$ cat config.mk
export PLATFORM = sky130hd
export DESIGN_NAME = ex_mdu_ctrl_flat
export DESIGN_NICKNAME = d
export VERILOG_FILES = /design/src/rtl/ex_mdu_ctrl_if.sv /design/src/rtl/ex_mdu_ctrl.sv /design/src/flat_wrapper.sv
export SDC_FILE = /design/constraint.sdc
export NUM_CORES = 1
export LEC_CHECK = 0
export ABC_AREA = 1
export CAP_MARGIN = 0
export CORE_MARGIN = 2
export CORE_UTILIZATION = 41
export CTS_CLUSTER_DIAMETER = 80
export DETAILED_ROUTE_END_ITERATION = 10
export GPL_ROUTABILITY_DRIVEN = 0
export PLACE_DENSITY = 0.8
export REMOVE_ABC_BUFFERS = 1
export SKIP_CTS_REPAIR_TIMING = 1
export SLEW_MARGIN = 20
export SYNTH_ARGS = -nofsm -noshare
export SYNTH_HDL_FRONTEND = slang
export SYNTH_SLANG_ARGS = --single-unit
$ cat constraint.sdc
create_clock -name clk -period 2.3 [get_ports clk]
set_clock_uncertainty 0.2 [all_clocks]
set_input_delay 0.46 -clock clk [delete_from_list [all_inputs] [get_ports clk]]
set_output_delay 0.46 -clock clk [all_outputs]
set_load 0.05 [all_outputs]
$ cat src/rtl/ex_mdu_ctrl_if.sv
// Bundle between the EX stage, the mul/div units and the MEM hand-off for ex_mdu_ctrl.
// The slave modport is the controller's view; the master modport is its environment.
interface ex_mdu_ctrl_if #(
    parameter int XLEN          = 32,
    parameter int RF_ADDR_WIDTH = 5
);
    logic                     pipe_flush;
    logic                     ex_valid;
    logic                     ex_is_mul_inst;
    logic                     ex_is_div_inst;
    logic [RF_ADDR_WIDTH-1:0] ex_rf_waddr;
    logic                     mul_done;
    logic                     div_done;
    logic [XLEN-1:0]          mul_res;
    logic [XLEN-1:0]          div_res;
    logic                     res_ready;
    logic                     mul_start;
    logic                     div_start;
    logic                     mdu_stall;
    logic                     mdu_res_valid;
    logic [XLEN-1:0]          mdu_res;
    logic [RF_ADDR_WIDTH-1:0] mdu_rd_addr;
    logic                     mdu_err;

    modport master (
        output pipe_flush, ex_valid, ex_is_mul_inst, ex_is_div_inst, ex_rf_waddr,
        output mul_done, div_done, mul_res, div_res, res_ready,
        input  mul_start, div_start, mdu_stall, mdu_res_valid, mdu_res, mdu_rd_addr, mdu_err
    );

    modport slave (
        input  pipe_flush, ex_valid, ex_is_mul_inst, ex_is_div_inst, ex_rf_waddr,
        input  mul_done, div_done, mul_res, div_res, res_ready,
        output mul_start, div_start, mdu_stall, mdu_res_valid, mdu_res, mdu_rd_addr, mdu_err
    );
endinterface

$ cat src/rtl/ex_mdu_ctrl.sv
// Multiply/divide issue controller: launches one unit, stalls the front end while it runs,
// holds the result until MEM accepts it, and aborts a unit that never finishes.
module ex_mdu_ctrl #(
    parameter int XLEN          = 32,
    parameter int RF_ADDR_WIDTH = 5,
    parameter int TIMEOUT       = 64
) (
    input logic         clk,
    input logic         rst_n,
    ex_mdu_ctrl_if.slave mdu
);

    typedef enum logic [1:0] {IDLE, MUL_BUSY, DIV_BUSY, DONE} state_t;

    localparam logic [7:0] CNT_LAST = 8'(TIMEOUT - 1);

    state_t                   state;
    logic [7:0]               busy_cnt;
    logic [XLEN-1:0]          res_q;
    logic [RF_ADDR_WIDTH-1:0] rd_q;

    logic issue;
    logic is_busy;
    logic done_hit;
    logic timeout_hit;

    // Issue is gated by rst_n so launch pulses stay low while reset is held.
    always_comb begin
        issue       = rst_n && (state == IDLE) && mdu.ex_valid &&
                      (mdu.ex_is_mul_inst || mdu.ex_is_div_inst) && !mdu.pipe_flush;
        is_busy     = (state == MUL_BUSY) || (state == DIV_BUSY);
        done_hit    = ((state == MUL_BUSY) && mdu.mul_done) ||
                      ((state == DIV_BUSY) && mdu.div_done);
        timeout_hit = is_busy && !done_hit && !mdu.pipe_flush && (busy_cnt == CNT_LAST);
    end

    assign mdu.mul_start     = issue && mdu.ex_is_mul_inst;
    assign mdu.div_start     = issue && !mdu.ex_is_mul_inst && mdu.ex_is_div_inst;
    assign mdu.mdu_stall     = issue || is_busy || ((state == DONE) && !mdu.res_ready);
    assign mdu.mdu_res_valid = (state == DONE);
    assign mdu.mdu_err       = timeout_hit;
    assign mdu.mdu_res       = res_q;
    assign mdu.mdu_rd_addr   = rd_q;

    always_ff @(posedge clk or negedge rst_n) begin
        if (!rst_n) begin
            state    <= IDLE;
            busy_cnt <= 8'd0;
            res_q    <= '0;
            rd_q     <= '0;
        end else begin
            case (state)
                IDLE: begin
                    if (issue) begin
                        rd_q     <= mdu.ex_rf_waddr;
                        busy_cnt <= 8'd0;
                        state    <= mdu.ex_is_mul_inst ? MUL_BUSY : DIV_BUSY;
                    end
                end
                MUL_BUSY, DIV_BUSY: begin
                    // Flush outranks a same-cycle done so a killed op never presents a result.
                    if (mdu.pipe_flush) begin
                        state <= IDLE;
                    end else if (done_hit) begin
                        res_q <= (state == MUL_BUSY) ? mdu.mul_res : mdu.div_res;
                        state <= DONE;
                    end else if (timeout_hit) begin
                        state <= IDLE;
                    end else begin
                        busy_cnt <= busy_cnt + 8'd1;
                    end
                end
                DONE: begin
                    if (mdu.pipe_flush || mdu.res_ready) state <= IDLE;
                end
                default: state <= IDLE;
            endcase
        end
    end

endmodule

$ cat src/flat_wrapper.sv
// flat-port wrapper written by rule: the top's interface ports become plain ports
module ex_mdu_ctrl_flat 
#(
    parameter int XLEN          = 32,
    parameter int RF_ADDR_WIDTH = 5,
    parameter int TIMEOUT       = 64
)
  (clk, rst_n, mdu_pipe_flush, mdu_ex_valid, mdu_ex_is_mul_inst, mdu_ex_is_div_inst, mdu_ex_rf_waddr, mdu_mul_done, mdu_div_done, mdu_mul_res, mdu_div_res, mdu_res_ready, mdu_mul_start, mdu_div_start, mdu_mdu_stall, mdu_mdu_res_valid, mdu_mdu_res, mdu_mdu_rd_addr, mdu_mdu_err);
  ex_mdu_ctrl_if #(.XLEN(XLEN), .RF_ADDR_WIDTH(RF_ADDR_WIDTH)) mdu_i ();
  input logic clk;
  input logic rst_n;
  input wire logic [$bits(mdu_i.pipe_flush)-1:0] mdu_pipe_flush;
  input wire logic [$bits(mdu_i.ex_valid)-1:0] mdu_ex_valid;
  input wire logic [$bits(mdu_i.ex_is_mul_inst)-1:0] mdu_ex_is_mul_inst;
  input wire logic [$bits(mdu_i.ex_is_div_inst)-1:0] mdu_ex_is_div_inst;
  input wire logic [$bits(mdu_i.ex_rf_waddr)-1:0] mdu_ex_rf_waddr;
  input wire logic [$bits(mdu_i.mul_done)-1:0] mdu_mul_done;
  input wire logic [$bits(mdu_i.div_done)-1:0] mdu_div_done;
  input wire logic [$bits(mdu_i.mul_res)-1:0] mdu_mul_res;
  input wire logic [$bits(mdu_i.div_res)-1:0] mdu_div_res;
  input wire logic [$bits(mdu_i.res_ready)-1:0] mdu_res_ready;
  output wire logic [$bits(mdu_i.mul_start)-1:0] mdu_mul_start;
  output wire logic [$bits(mdu_i.div_start)-1:0] mdu_div_start;
  output wire logic [$bits(mdu_i.mdu_stall)-1:0] mdu_mdu_stall;
  output wire logic [$bits(mdu_i.mdu_res_valid)-1:0] mdu_mdu_res_valid;
  output wire logic [$bits(mdu_i.mdu_res)-1:0] mdu_mdu_res;
  output wire logic [$bits(mdu_i.mdu_rd_addr)-1:0] mdu_mdu_rd_addr;
  output wire logic [$bits(mdu_i.mdu_err)-1:0] mdu_mdu_err;
  assign mdu_i.pipe_flush = mdu_pipe_flush;
  assign mdu_i.ex_valid = mdu_ex_valid;
  assign mdu_i.ex_is_mul_inst = mdu_ex_is_mul_inst;
  assign mdu_i.ex_is_div_inst = mdu_ex_is_div_inst;
  assign mdu_i.ex_rf_waddr = mdu_ex_rf_waddr;
  assign mdu_i.mul_done = mdu_mul_done;
  assign mdu_i.div_done = mdu_div_done;
  assign mdu_i.mul_res = mdu_mul_res;
  assign mdu_i.div_res = mdu_div_res;
  assign mdu_i.res_ready = mdu_res_ready;
  assign mdu_mul_start = mdu_i.mul_start;
  assign mdu_div_start = mdu_i.div_start;
  assign mdu_mdu_stall = mdu_i.mdu_stall;
  assign mdu_mdu_res_valid = mdu_i.mdu_res_valid;
  assign mdu_mdu_res = mdu_i.mdu_res;
  assign mdu_mdu_rd_addr = mdu_i.mdu_rd_addr;
  assign mdu_mdu_err = mdu_i.mdu_err;
  ex_mdu_ctrl #(.XLEN(XLEN), .RF_ADDR_WIDTH(RF_ADDR_WIDTH), .TIMEOUT(TIMEOUT)) u_core (.clk(clk), .rst_n(rst_n), .mdu(mdu_i));
endmodule
==> results_dict.tcl, run 1 <==
set metrics [dict create \
    final_area_um2 4110 \
    syn_avg_cell_area_um2 9.38 \
    post_dp_cell_area_um2 3860 \
    wl_um 6260 \
    cts-root-buf "clkbuf_8" \
    path_cells "inv_2, ha_4, inv_6, nor2_4, nand3_2, nor2_4, buf_12" \
    critPathArrivalTime_ns 1.61 \
    drive_above_1_share_pct 20.9 \
    multi_input_area_um2 1290 \
    timing.rr.start "u_core.state[0]$_DFFE_PN0P_" \
    tightest_slew_ns 0.572 \
    grt-ovfl-total 0 \
    portBuffers 119 \
    max_stage_delay_ns 0.41 \
    crit_path_end_kind "primary output" \
    vdd_drop_max_uv 897 \
    layout_common_cells "clkdlybuf4s50_1 (112), dfrtp_1 (47), nor2_1 (46)" \
    maxSlewViolCount 0 \
    r2r_slack_ns 0.24 \
    synth.distinct_cells 19 \
    drc 0 \
    regArea_um2 1180 \
    yosys.area.top_type "dfrtp_1" \
    utilization_pct 68.7 \
    ys_seq_area_share_pct 45.9 \
    grtUsageTotal_pct 18.2 \
    numCtsBuffers 5 \
    clockBufferDepth 2 \
    antenna_found_initial 0 \
    cts_tree "yes" \
    rows 28 \
    ys_top_cells_by_area "dfrtp_1 (46%), mux2i_1 (13%), a21oi_2 (9.6%)" \
    crit_family "flip-flops" \
    crit_type "reg2out" \
    grt_max_degree 65 \
    p_leak_nw 1.72 \
    ff2ff_path_depth 10 \
    final.min_clock_period_ns 2.27 \
    yosysTopAreaCellShare_pct 45.9 \
    path_buf_inv 3 \
    yosys_warnings 0 \
    initial_core_util_pct 42.7 \
    wl_per_cell_um 13.0 \
    r2r_end "u_core.busy_cnt[4]$_DFFE_PN0P_" \
    dpl.hpwl_um 4710 \
    rsz0062_at_grt "true" \
    area_delta_synth_final_pct 60.7 \
    vias_per_cell 4.76 \
    whs_ns 0.0792 \
    dr.pass1.iters 4 \
    cp_max_fo 4 \
    drv_cap 0 \
    relSlewSlack_pct 61.8 \
    io_pins 120 \
    setup_viol 0 \
    cts_num_sinks 47 \
    grt_pass1_vias 2260 \
    vias 2294 \
    dieArea_um2 6890 \
    nets 491 \
    fmax_mhz 440 \
    min_path_type "in2async" \
    insertion_delay_ns 0.29 \
    powerDensity_nw_per_um2 1380 \
    crit_slowest_cell "dfrtp_1" \
    setup_tns_ns 0 \
    cts_max_level 2 \
    core_region_area_um2 5990 \
    final-hold-violation-count 0 \
    synth_cells 273 \
    drtIter0Drc 83 \
    critPathMostFrequentCell "nor2_4" \
    antenna_cells 0 \
    path_clk_slew_ns 0.08 \
    cp.required_ns 1.64 \
    die_h_um 83.0 \
    fin_crit_sh_pct 98.8 \
    postRouteAntennaNets 0 \
    fill_cells 491 \
    synth_area_um2 2560 \
    outcome "completed" \
    layout_commonest_cell "clkdlybuf4s50_1" \
    grt_pass1_wl_um 10100 \
    die_w_um 83.0 \
    ys_seq_elements 47 \
    worst_setup_path_start_kind "flip-flop" \
]
-- cell usage after synthesis --
master	number
mux2_2	5
nand2_2	2
dfrtp_1	47
ha_1	6
inv_1	15
mux2i_1	32
buf_4	2
nand4_1	2
nand3_1	16
buf_6	5
a21oi_1	8
clkbuf_1	2
nand2_1	43
inv_2	2
buf_2	2
nor3_4	1
o21ai_0	4
nor2_1	51
a21oi_2	28
-- routing by layer --
layer / global-route usage [%] / routed length, um
met4: 6.41 / 112
met1: 20.9 / 2540
met2: 29.3 / 2890
met5: 0 / 0
met3: 9.05 / 717
-- power by group --
| part | switching (mW) | leakage (nW) | internal [mW] |
|---|---|---|---|
| Clock | 0.248 | 0.0513 | 0.318 |
| Combinational | 2.32 | 1.11 | 1.39 |
| Sequential | 0.206 | 0.559 | 1.19 |
-- per-stage QoR --
stage	power, mW	std cells	setup WS (ns)
floorplan	3.71	262	-1.72
global placement	4.87	464	0.101
detailed placement	4.93	464	0.0577
CTS	5.52	471	-0.200
global route	6.01	482	-0.0585
finish	5.67	482	0.0267
-- how the worst max path moves through the flow --
stage	startpoint	endpoint	slack [ns]	depth (start not counted)
global route	u_core.state[0]$_DFFE_PN0P_	mdu_mdu_err	-0.06	7
floorplan	u_core.state[1]$_DFFE_PN0P_	u_core.mdu.mdu_res[0]$_DFFE_PN0P_	-1.72	8
CTS	u_core.state[0]$_DFFE_PN0P_	mdu_mdu_err	-0.20	7
finish	u_core.state[0]$_DFFE_PN0P_	mdu_mdu_err	0.03	7
global placement	mdu_ex_is_mul_inst	mdu_div_start	0.10	6
detailed placement	mdu_pipe_flush	mdu_mdu_err	0.06	5
-- kinds of logic (layout without fill, tap and decap cells) --
logic type | Yosys count | after routing | share of synthesized area [%]
and+or+nand+nor | 115 | 115 | 18.5
adders and majority gates | 6 | 6 | 2.93
DFF | 47 | 47 | 45.9
AOI/OAI and AO/OA | 40 | 40 | 11.9
buffers and inverters | 28 | 162 | 5.96
muxes | 37 | 37 | 14.7
-- cell type report --
cell class                      count  share of cell area [%]
Multi-Input combinational cell    198                    31.5
Sequential cell                    47                    28.6
Clock buffer                        6                    1.76
Inverter                           17                    1.67
Timing Repair Buffer              138                    33.5
Tap cell                           75                    2.28
Clock inverter                      1                   0.730
-- sequential cells by signal, indices dropped and copies added (netlist names) --
register	cells
u_core.busy_cnt	8
u_core.mdu.mdu_rd_addr	5
u_core.state	2
u_core.mdu.mdu_res	32
Note: power is estimated with default switching activity, not from simulation.
==> run 2: changes to the inputs <==
--- a/config.mk
+++ b/config.mk
@@ -7,13 +7,13 @@
 export LEC_CHECK = 0
 export ABC_AREA = 1
 export CAP_MARGIN = 0
+export CORE_ASPECT_RATIO = 1.25
 export CORE_MARGIN = 2
 export CORE_UTILIZATION = 41
 export CTS_CLUSTER_DIAMETER = 80
 export DETAILED_ROUTE_END_ITERATION = 10
 export GPL_ROUTABILITY_DRIVEN = 0
 export PLACE_DENSITY = 0.8
-export REMOVE_ABC_BUFFERS = 1
 export SKIP_CTS_REPAIR_TIMING = 1
 export SLEW_MARGIN = 20
 export SYNTH_ARGS = -nofsm -noshare
==> results_dict.tcl, run 2 (synthesis gave the netlist of run 1 again) <==
set metrics [dict create \
    critPathArrivalTime_ns 1.61 \
    nets 491 \
    setup_viol 0 \
    cts_max_level 2 \
    initial_core_util_pct 42.1 \
    cp.required_ns 1.64 \
    drv_cap 0 \
    die_h_um 92.3 \
    layout_common_cells "clkdlybuf4s50_1 (112), nor2_1 (47), dfrtp_1 (46)" \
    crit_path_end_kind "primary output" \
    timing.rr.start "u_core.state[1]$_DFFE_PN0P_" \
    final-hold-violation-count 0 \
    powerDensity_nw_per_um2 1360 \
    grt_pass1_vias 2150 \
    postRouteAntennaNets 0 \
    antenna_found_initial 0 \
    fin_cells 493 \
    utilization_pct 67.7 \
    dr.pass1.iters 4 \
    cts-root-buf "clkbuf_8" \
    fin_crit_sh_pct 98.7 \
    crit_start "u_core.state[1]$_DFFE_PN0P_" \
    grt_pass1_wl_um 9790 \
    max_stage_delay_ns 0.42 \
    cts_num_sinks 47 \
    tightest_slew_ns 0.589 \
    gr-usage-met2_pct 32.3 \
    fmax_mhz 440 \
    cp.depth 7 \
    use_met1_pct 22.0 \
    final.min_clock_period_ns 2.27 \
    layout_commonest_cell "clkdlybuf4s50_1" \
    dieArea_um2 6900 \
    area_delta_synth_final_pct 60.9 \
    vdd_drop_max_uv 676 \
    insertion_delay_ns 0.30 \
    io_pins 120 \
    crit_end "mdu_mdu_err" \
    cp_max_fo 5 \
    drive_above_1_share_pct 20.1 \
    use_met3_pct 4.46 \
    path_cells "inv_2, ha_4, inv_4, nor2_4, nand3_2, nor2_2, buf_6" \
    top_usage_layer "met2" \
    wl_um 6320 \
    path_clk_slew_ns 0.09 \
    vias 2338 \
    maxSlewViolCount 0 \
    path_buf_inv 3 \
    ff2ff_path_depth 10 \
    min_path_type "in2async" \
    grtUsageTotal_pct 18.3 \
    r2r_end "u_core.busy_cnt[0]$_DFFE_PN0P_" \
    wl_per_cell_um 12.8 \
    largest_reg_flops 32 \
    core_region_area_um2 6090 \
    r2r_slack_ns 0.27 \
    antenna_cells 0 \
    relSlewSlack_pct 60.7 \
    place_inst 477 \
    drc 0 \
    rows 32 \
    die_w_um 74.7 \
    grt_max_degree 48 \
    grt-ovfl-total 0 \
    dpl.hpwl_um 4800 \
    p_leak_nw 1.73 \
    crit_type "reg2out" \
    vias_per_cell 4.74 \
    crit_slowest_cell "dfrtp_1" \
    numCtsBuffers 5 \
    clockBufferDepth 2 \
    worst_setup_path_start_kind "flip-flop" \
    cts_tree "yes" \
    outcome "completed" \
    rsz0062_at_grt "true" \
    drtIter0Drc 116 \
    portBuffers 119 \
    crit_family "flip-flops" \
    syn_nets 357 \
]
[run 2: power by group]
part	total (mW)	internal, mW	switching, mW
Sequential	1.39	1.19	0.198
Clock	0.538	0.275	0.264
Combinational	3.67	1.39	2.29
[run 2: how the worst min path moves through the flow]
stage                              startpoint                                     to  slack, ns  cells past startpoint
4_1_cts                                 rst_n  u_core.mdu.mdu_rd_addr[1]$_DFFE_PN0P_        0.1                      2
5_1_grt                                 rst_n  u_core.mdu.mdu_rd_addr[1]$_DFFE_PN0P_       0.13                      2
3_5_place_dp   u_core.busy_cnt[7]$_DFFE_PN0P_         u_core.busy_cnt[7]$_DFFE_PN0P_       0.26                      2
3_3_place_gp   u_core.busy_cnt[7]$_DFFE_PN0P_         u_core.busy_cnt[7]$_DFFE_PN0P_       0.26                      2
2_1_floorplan                           rst_n         u_core.busy_cnt[0]$_DFFE_PN0P_      -0.04                      0
6_report                                rst_n  u_core.mdu.mdu_rd_addr[1]$_DFFE_PN0P_       0.06                      2
[run 2: layout make-up]
cell class	count	area, um^2
tap	85	106
multi-input combinational	198	1280
inverter	17	66.3
sequential	47	1180
clock buffer	8	100
fill	498	1970
timing repair buffer	138	1390
[run 2: per-layer routing]
| metal | part of all wire (%) | wire [um] |
|---|---|---|
| met1 | 39 | 2440 |
| met5 | 0 | 0 |
| met3 | 6.0 | 379 |
| met2 | 54 | 3430 |
| met4 | 1.2 | 76 |
[run 2: stage by stage]
stage               power (mW)  hold WS [ns]  setup TNS (ns)  setup WS, ns  cell area (um^2)
global placement          4.88         0.261               0        0.0649              3900
CTS                       5.51        0.0954          -0.534        -0.161              4000
floorplan                 3.75       -0.0356         -0.0594       -0.0297              2560
detailed placement        4.95         0.263               0        0.0253              3900
finish                    5.60        0.0635               0        0.0297              4120
global route              5.91         0.129         -0.0999       -0.0461              4120
